File: config.mk
export PLATFORM = sky130hd
export DESIGN_NAME = alu_seq
export DESIGN_NICKNAME = d
export VERILOG_FILES = /design/src/rtl/alu_pkg.sv /design/src/rtl/alu_addsub.sv /design/src/rtl/alu_seq.sv
export SDC_FILE = /design/constraint.sdc
export NUM_CORES = 1
export LEC_CHECK = 0
export BUFFER_PORTS_ARGS = -buffer_cell sky130_fd_sc_hd__buf_2
export CELL_PAD_IN_SITES_DETAIL_PLACEMENT = 1
export CELL_PAD_IN_SITES_GLOBAL_PLACEMENT = 1
export CORE_ASPECT_RATIO = 1.5
export CORE_MARGIN = 2
export CORE_UTILIZATION = 47
export DETAILED_ROUTE_END_ITERATION = 8
export GPL_TIMING_DRIVEN = 0
export HOLD_SLACK_MARGIN = 0.02
export PLACE_DENSITY = 0.89
export REMOVE_ABC_BUFFERS = 1
export SETUP_SLACK_MARGIN = 0.15
export SLEW_MARGIN = 40
export SYNTH_ARGS = -nofsm -noshare
export SYNTH_HDL_FRONTEND = slang
export SYNTH_SLANG_ARGS = --single-unit
File: constraint.sdc
create_clock -name clk -period 3.7 [get_ports clk]
set_input_delay 0.74 -clock clk [delete_from_list [all_inputs] [get_ports clk]]
set_output_delay 0.74 -clock clk [all_outputs]
set_load 0.05 [all_outputs]
File: src/rtl/alu_pkg.sv
// rtl/alu_pkg.sv - shared op codes and FSM states for the sequential ALU
package alu_pkg;

   typedef enum logic [2:0] {
      OP_ADD = 3'd0,
      OP_SUB = 3'd1,
      OP_ADC = 3'd2,
      OP_SBC = 3'd3,
      OP_AND = 3'd4,
      OP_OR  = 3'd5,
      OP_XOR = 3'd6,
      OP_MUL = 3'd7
   } alu_op_e;

   typedef enum logic {
      IDLE = 1'b0,
      MUL  = 1'b1
   } alu_state_e;

endpackage

File: src/rtl/alu_addsub.sv
// rtl/alu_addsub.sv - adder/subtractor with carry out and signed overflow
module alu_addsub #(
   parameter int WIDTH = 8
) (
   input  logic [WIDTH-1:0] a,
   input  logic [WIDTH-1:0] b,
   input  logic             inv,
   input  logic             cin,
   output logic [WIDTH-1:0] sum,
   output logic             cout,
   output logic             ovf
);

   logic [WIDTH-1:0] b_eff;
   logic [WIDTH:0]   full;

   assign b_eff = b ^ {WIDTH{inv}};
   assign full  = {1'b0, a} + {1'b0, b_eff} + {{WIDTH{1'b0}}, cin};
   assign sum   = full[WIDTH-1:0];
   assign cout  = full[WIDTH];
   // Overflow is judged against the effective (possibly inverted) B operand.
   assign ovf   = (a[WIDTH-1] == b_eff[WIDTH-1]) && (full[WIDTH-1] != a[WIDTH-1]);

endmodule

File: src/rtl/alu_seq.sv
// rtl/alu_seq.sv - single-cycle ALU with an iterative shift-add multiplier
module alu_seq
   import alu_pkg::*;
#(
   parameter int WIDTH  = 8,
   parameter int MUL_EN = 1
) (
   input  logic             clk,
   input  logic             rst_n,
   input  logic [WIDTH-1:0] a,
   input  logic [WIDTH-1:0] b,
   input  logic [2:0]       op,
   input  logic             start,
   input  logic             flag_we,
   output logic             busy,
   output logic             done,
   output logic [WIDTH-1:0] result,
   output logic             carry_flag,
   output logic             zero_flag,
   output logic             overflow_flag
);

   localparam int CW = $clog2(WIDTH + 1);

   alu_state_e         state, state_nxt;
   alu_op_e            op_e;
   logic               accept, is_mul, last_iter;
   logic               inv, cin, as_cout, as_ovf;
   logic [WIDTH-1:0]   as_sum;
   logic [WIDTH-1:0]   res_c;
   logic               cy_c, ov_c;
   logic [2*WIDTH-1:0] acc, mcand, acc_add;
   logic [WIDTH-1:0]   mplier;
   logic [CW-1:0]      cnt;
   logic               fwe_q;

   assign op_e      = alu_op_e'(op);
   assign accept    = start && (state == IDLE);
   assign is_mul    = (MUL_EN != 0) && (op_e == OP_MUL);
   assign last_iter = (state == MUL) && (cnt == CW'(WIDTH - 1));
   assign acc_add   = acc + (mplier[0] ? mcand : '0);

   assign inv = (op_e == OP_SUB) || (op_e == OP_SBC);

   always_comb begin
      cin = 1'b0;
      case (op_e)
         OP_SUB:         cin = 1'b1;
         OP_ADC, OP_SBC: cin = carry_flag;
         default:        cin = 1'b0;
      endcase
   end

   alu_addsub #(.WIDTH(WIDTH)) u_addsub (
      .a    (a),
      .b    (b),
      .inv  (inv),
      .cin  (cin),
      .sum  (as_sum),
      .cout (as_cout),
      .ovf  (as_ovf)
   );

   // Single-cycle results; op 7 lands here only when the multiplier is not built.
   always_comb begin
      res_c = as_sum;
      cy_c  = as_cout;
      ov_c  = as_ovf;
      case (op_e)
         OP_AND: begin res_c = a & b; cy_c = 1'b0; ov_c = 1'b0; end
         OP_OR:  begin res_c = a | b; cy_c = 1'b0; ov_c = 1'b0; end
         OP_XOR: begin res_c = a ^ b; cy_c = 1'b0; ov_c = 1'b0; end
         OP_MUL: begin res_c = a;     cy_c = 1'b0; ov_c = 1'b0; end
         default: ;
      endcase
   end

   always_ff @(posedge clk or negedge rst_n) begin
      if (!rst_n) state <= IDLE;
      else        state <= state_nxt;
   end

   always_comb begin
      state_nxt = state;
      case (state)
         IDLE:    if (accept && is_mul) state_nxt = MUL;
         MUL:     if (last_iter)        state_nxt = IDLE;
         default: state_nxt = IDLE;
      endcase
   end

   always_comb begin
      busy = (state == MUL);
   end

   always_ff @(posedge clk or negedge rst_n) begin
      if (!rst_n) begin
         done          <= 1'b0;
         result        <= '0;
         carry_flag    <= 1'b0;
         zero_flag     <= 1'b0;
         overflow_flag <= 1'b0;
         acc           <= '0;
         mcand         <= '0;
         mplier        <= '0;
         cnt           <= '0;
         fwe_q         <= 1'b0;
      end else begin
         done <= 1'b0;
         if (accept) begin
            if (is_mul) begin
               acc    <= '0;
               mcand  <= {{WIDTH{1'b0}}, a};
               mplier <= b;
               cnt    <= '0;
               fwe_q  <= flag_we;
            end else begin
               result <= res_c;
               done   <= 1'b1;
               if (flag_we) begin
                  carry_flag    <= cy_c;
                  zero_flag     <= (res_c == '0);
                  overflow_flag <= ov_c;
               end
            end
         end else if (state == MUL) begin
            acc    <= acc_add;
            mcand  <= mcand << 1;
            mplier <= mplier >> 1;
            cnt    <= cnt + 1'b1;
            if (last_iter) begin
               result <= acc_add[WIDTH-1:0];
               done   <= 1'b1;
               if (fwe_q) begin
                  carry_flag    <= |acc_add[2*WIDTH-1:WIDTH];
                  zero_flag     <= (acc_add[WIDTH-1:0] == '0);
                  overflow_flag <= 1'b0;
               end
            end
         end
      end
   end

endmodule

==> key figures <==
Logic synthesis
  – Synth cell types: 54
  – Register area share after synthesis: 32.8%
  – Mapped cell area: 4420 µm²
  – #FFs+latches synth: 58
  – Cell taking the most area after synthesis: dfrtp_1
  – Post-synth top area share: 32.8%
  – Syn Inst Count: 509
  – Mean Syn Cell Area: 8.69 µm²
  – Main area contributors after synthesis: dfrtp_1, ha_1, nand2_1
  – Synth warn: 0

Die
  – CORE AREA: 9200 µm²
  – Initial core utilization: 48.1%
  – # IOs: 36
  – Area of the die: 10200 µm²
  – Die Span Y: 123 µm
  – Site Rows: 43
  – Die X: 83.2 µm

Power
  – Worst VDD drop: 459 µV
  – Combinational fraction of design power: 45.4%
  – PwrDens: 791 nW/µm²
  – Flop pwr share: 30.3%
  – Clock share of power: 24.3%
  – Power Total: 0.00400 W
  – Sw power: 0.00180 W
  – Switching Share: 45.0%
  – Cell-internal power: 0.00220 W
  – Static Leak: 2.39 nW

Detailed routing
  – ANT nets after route: 0
  – # DRC: 0
  – Wire per inst: 21.8 µm
  – DR pass1 iterations: 4
  – Initial drt markers: 240
  – Via density: 6.26
  – WL final: 14.1 mm
  – Via count: 4064

Placed design
  – Cell Area, Placed: 4700 µm²
  – Number of port buffers: 35
  – Placed wire-length estimate: 8.91 mm
  – Routability cong.: 0.855

GRT
  – Largest net degree at the start of global routing: 59
  – GRT Overall Usage: 28.5%
  – Gr ovfl total: 0
  – Initial antenna violation count: 0
  – First-pass GRT wire length: 22.5 mm
  – Vias in the first global route: 4549

Setup path
  – Worst-path fanout max: 17
  – Crit Path Class: reg -> reg
  – CP Data Required Time: 3920 ps
  – Crit path DAT: 3660 ps
  – Setup crit end kind: flop
  – Critical Path Source Type: flop

Finish
  – # diodes: 0
  – Net count, final: 597
  – Footprint of the multi-input gates: 2810 µm²
  – Fill count: 1068
  – Share of post-route cells with drive strength above 1: 15.3%
  – Layout overhead on the synthesized area: 14.3%
  – Finished Cell Area: 5060 µm²
  – Storage cell area: 1460 µm²

STA
  – Unrepaired setup endpoints after global routing: false
  – Final Hold Viols: 0
  – Worst relative slew slack: 56.7%
  – Worst-Margin Slew: 650 ps
  – Slew Viols, Final: 0
  – Worst hold slack: 366 ps
  – F_max: 0.291 GHz
  – Clock skew: 10.9 ps
  – Final worst path period need: 3440 ps
  – Fin crit share: 93.0%
  – Endpoints failing setup: 0

Hold path
  – Hold Path Class: in -> async

Clock tree
  – H-tree levels: 3
  – Sink Count: 58
  – CTS tree: built
  – CTS Root Cell: clkbuf_16
  – Total CTS buffers: 9
  – Clock Path Buffers: 2
  – CTS Hold Bufs: 0
  – Worst-skew pair later-pin latency: 340 ps
  – Worst-path clk slew: 60 ps

Run
  – Maxcap violations: 0

Outcome
  – Status: complete, no violations
[final cells by class]
type                    instances  share of cell area (%)
clock buffers                  11                    4.60
flip-flops and latches         58                    28.8
clock inverters                 5                    2.03
inverters                      27                    2.00
repair buffers                 36                    4.18
multi-input cells             400                    55.6
well taps                     112                    2.77
[synthesized netlist by cell type, drive strengths merged]
cell type and instances:
dfrtp 58, mux4 7, nor2b 2, clkbuf 17, buf 7, ha 39, o211ai 2, and2 17
nand2 98, nor3b 4, a21boi 1, nor4b 2, o2111ai 3, or3 3, inv 27, fa 3
xnor2 20, o21ai 51, o41ai 2, mux2i 19, nand3b 1, or2 1, a31o 2, a21oi 20
nor4 4, mux2 4, a21o 5, nor3 7, o21bai 1, a211oi 6, a22o 7, o31ai 5
a2111oi 2, o21a 4, xor2 6, nand4b 1, nand3 7, a31oi 6, a221oi 1, nand2b 6
a211o 1, o31a 1, nor2 29
[routing by layer]
layer  share of wire [%]  wire length (µm)  track usage, %
met3                 4.1               577            5.25
met1                  36              5020            27.7
met5                   0                 0               0
met2                  54              7590            53.0
met4                 6.7               944            21.7
[through the flow]
stage	cells	setup WS (ps)	utilization [%]	setup TNS (ps)
after detailed placement	633	-339	51.1	-1060
after global placement	632	-1110	50.5	-24590
after CTS	649	179	54.8	0
after global routing	649	70.8	55.0	0
after floorplan	485	169	-	0
final	649	259	55.0	0
[critical path, stage by stage (launching register included)]
cell      delay [ps]
dfrtp_2          540
and2_1           200
ha_1             250
fa_1             460
a211oi_2         400
o21ai_1          190
a31oi_2          260
a221oi_1         150
nor4_2           440
nand2_1          110
o31a_1           300
[kinds of logic after synthesis]
logic type | Yosys count | synth area share (%)
simple gates | 182 | 18.7
compound gates | 120 | 17.6
flops | 58 | 32.8
buf+inv | 51 | 4.47
fa+ha+maj | 42 | 12.4
mux | 30 | 8.88
xor+xnor | 26 | 5.15
[worst paths after layout]
check                           startpoint          to  slack (ps)  cells after the start
worst max-delay path             mplier[0]  carry_flag         260                     10
worst min-delay path                 rst_n   mplier[6]         370                      1
worst max register to register   mplier[0]  carry_flag         260                     10
worst min register to register   mplier[1]   mplier[1]         510                      2
max in group asynchronous            rst_n        busy        2860                      1
min in group clk                 mplier[1]   mplier[1]         510                      2
[power by group through the flow]
stage / sequential (W) / clock, W / combinational, W
2_1_floorplan: 0.00131 / 0 / 0.00101
6_report: 0.00121 / 0.000972 / 0.00182
3_3_place_gp: 0.00116 / 0 / 0.00155
3_5_place_dp: 0.00120 / 0 / 0.00169
4_1_cts: 0.00120 / 0.000974 / 0.00180
5_1_grt: 0.00125 / 0.00100 / 0.00195
[placed cells by master (no fill, tap or decap), types with 5 or more instances in the layout]
cell type	instances
nand2_1	98
mux4_2	7
nand3_1	6
a31oi_1	5
and2_1	17
ha_1	39
o31ai_1	5
a211oi_1	5
mux2i_1	19
a21oi_1	18
a22o_1	7
nor3_1	6
xnor2_1	20
xor2_1	6
buf_2	33
o21ai_0	49
inv_1	27
nor2_1	28
clkbuf_16	9
dfrtp_1	56
[flip-flops by register name, summed over array words and instances (netlist names)]
signal,cells
acc,16
mcand,16
mplier,8
result,8
cnt,4
busy,1
carry_flag,1
done,1
fwe_q,1
overflow_flag,1
zero_flag,1
[timing repair]
action | in CTS | in global routing
setup endpoints to repair | 3 | 3
gates resized for setup | 3 | 3
setup buffers | 0 | 0
cloned | 0 | 0
hold endpoints to repair | 0 | 0
No activity file was read; power rests on OpenSTA's default activity.
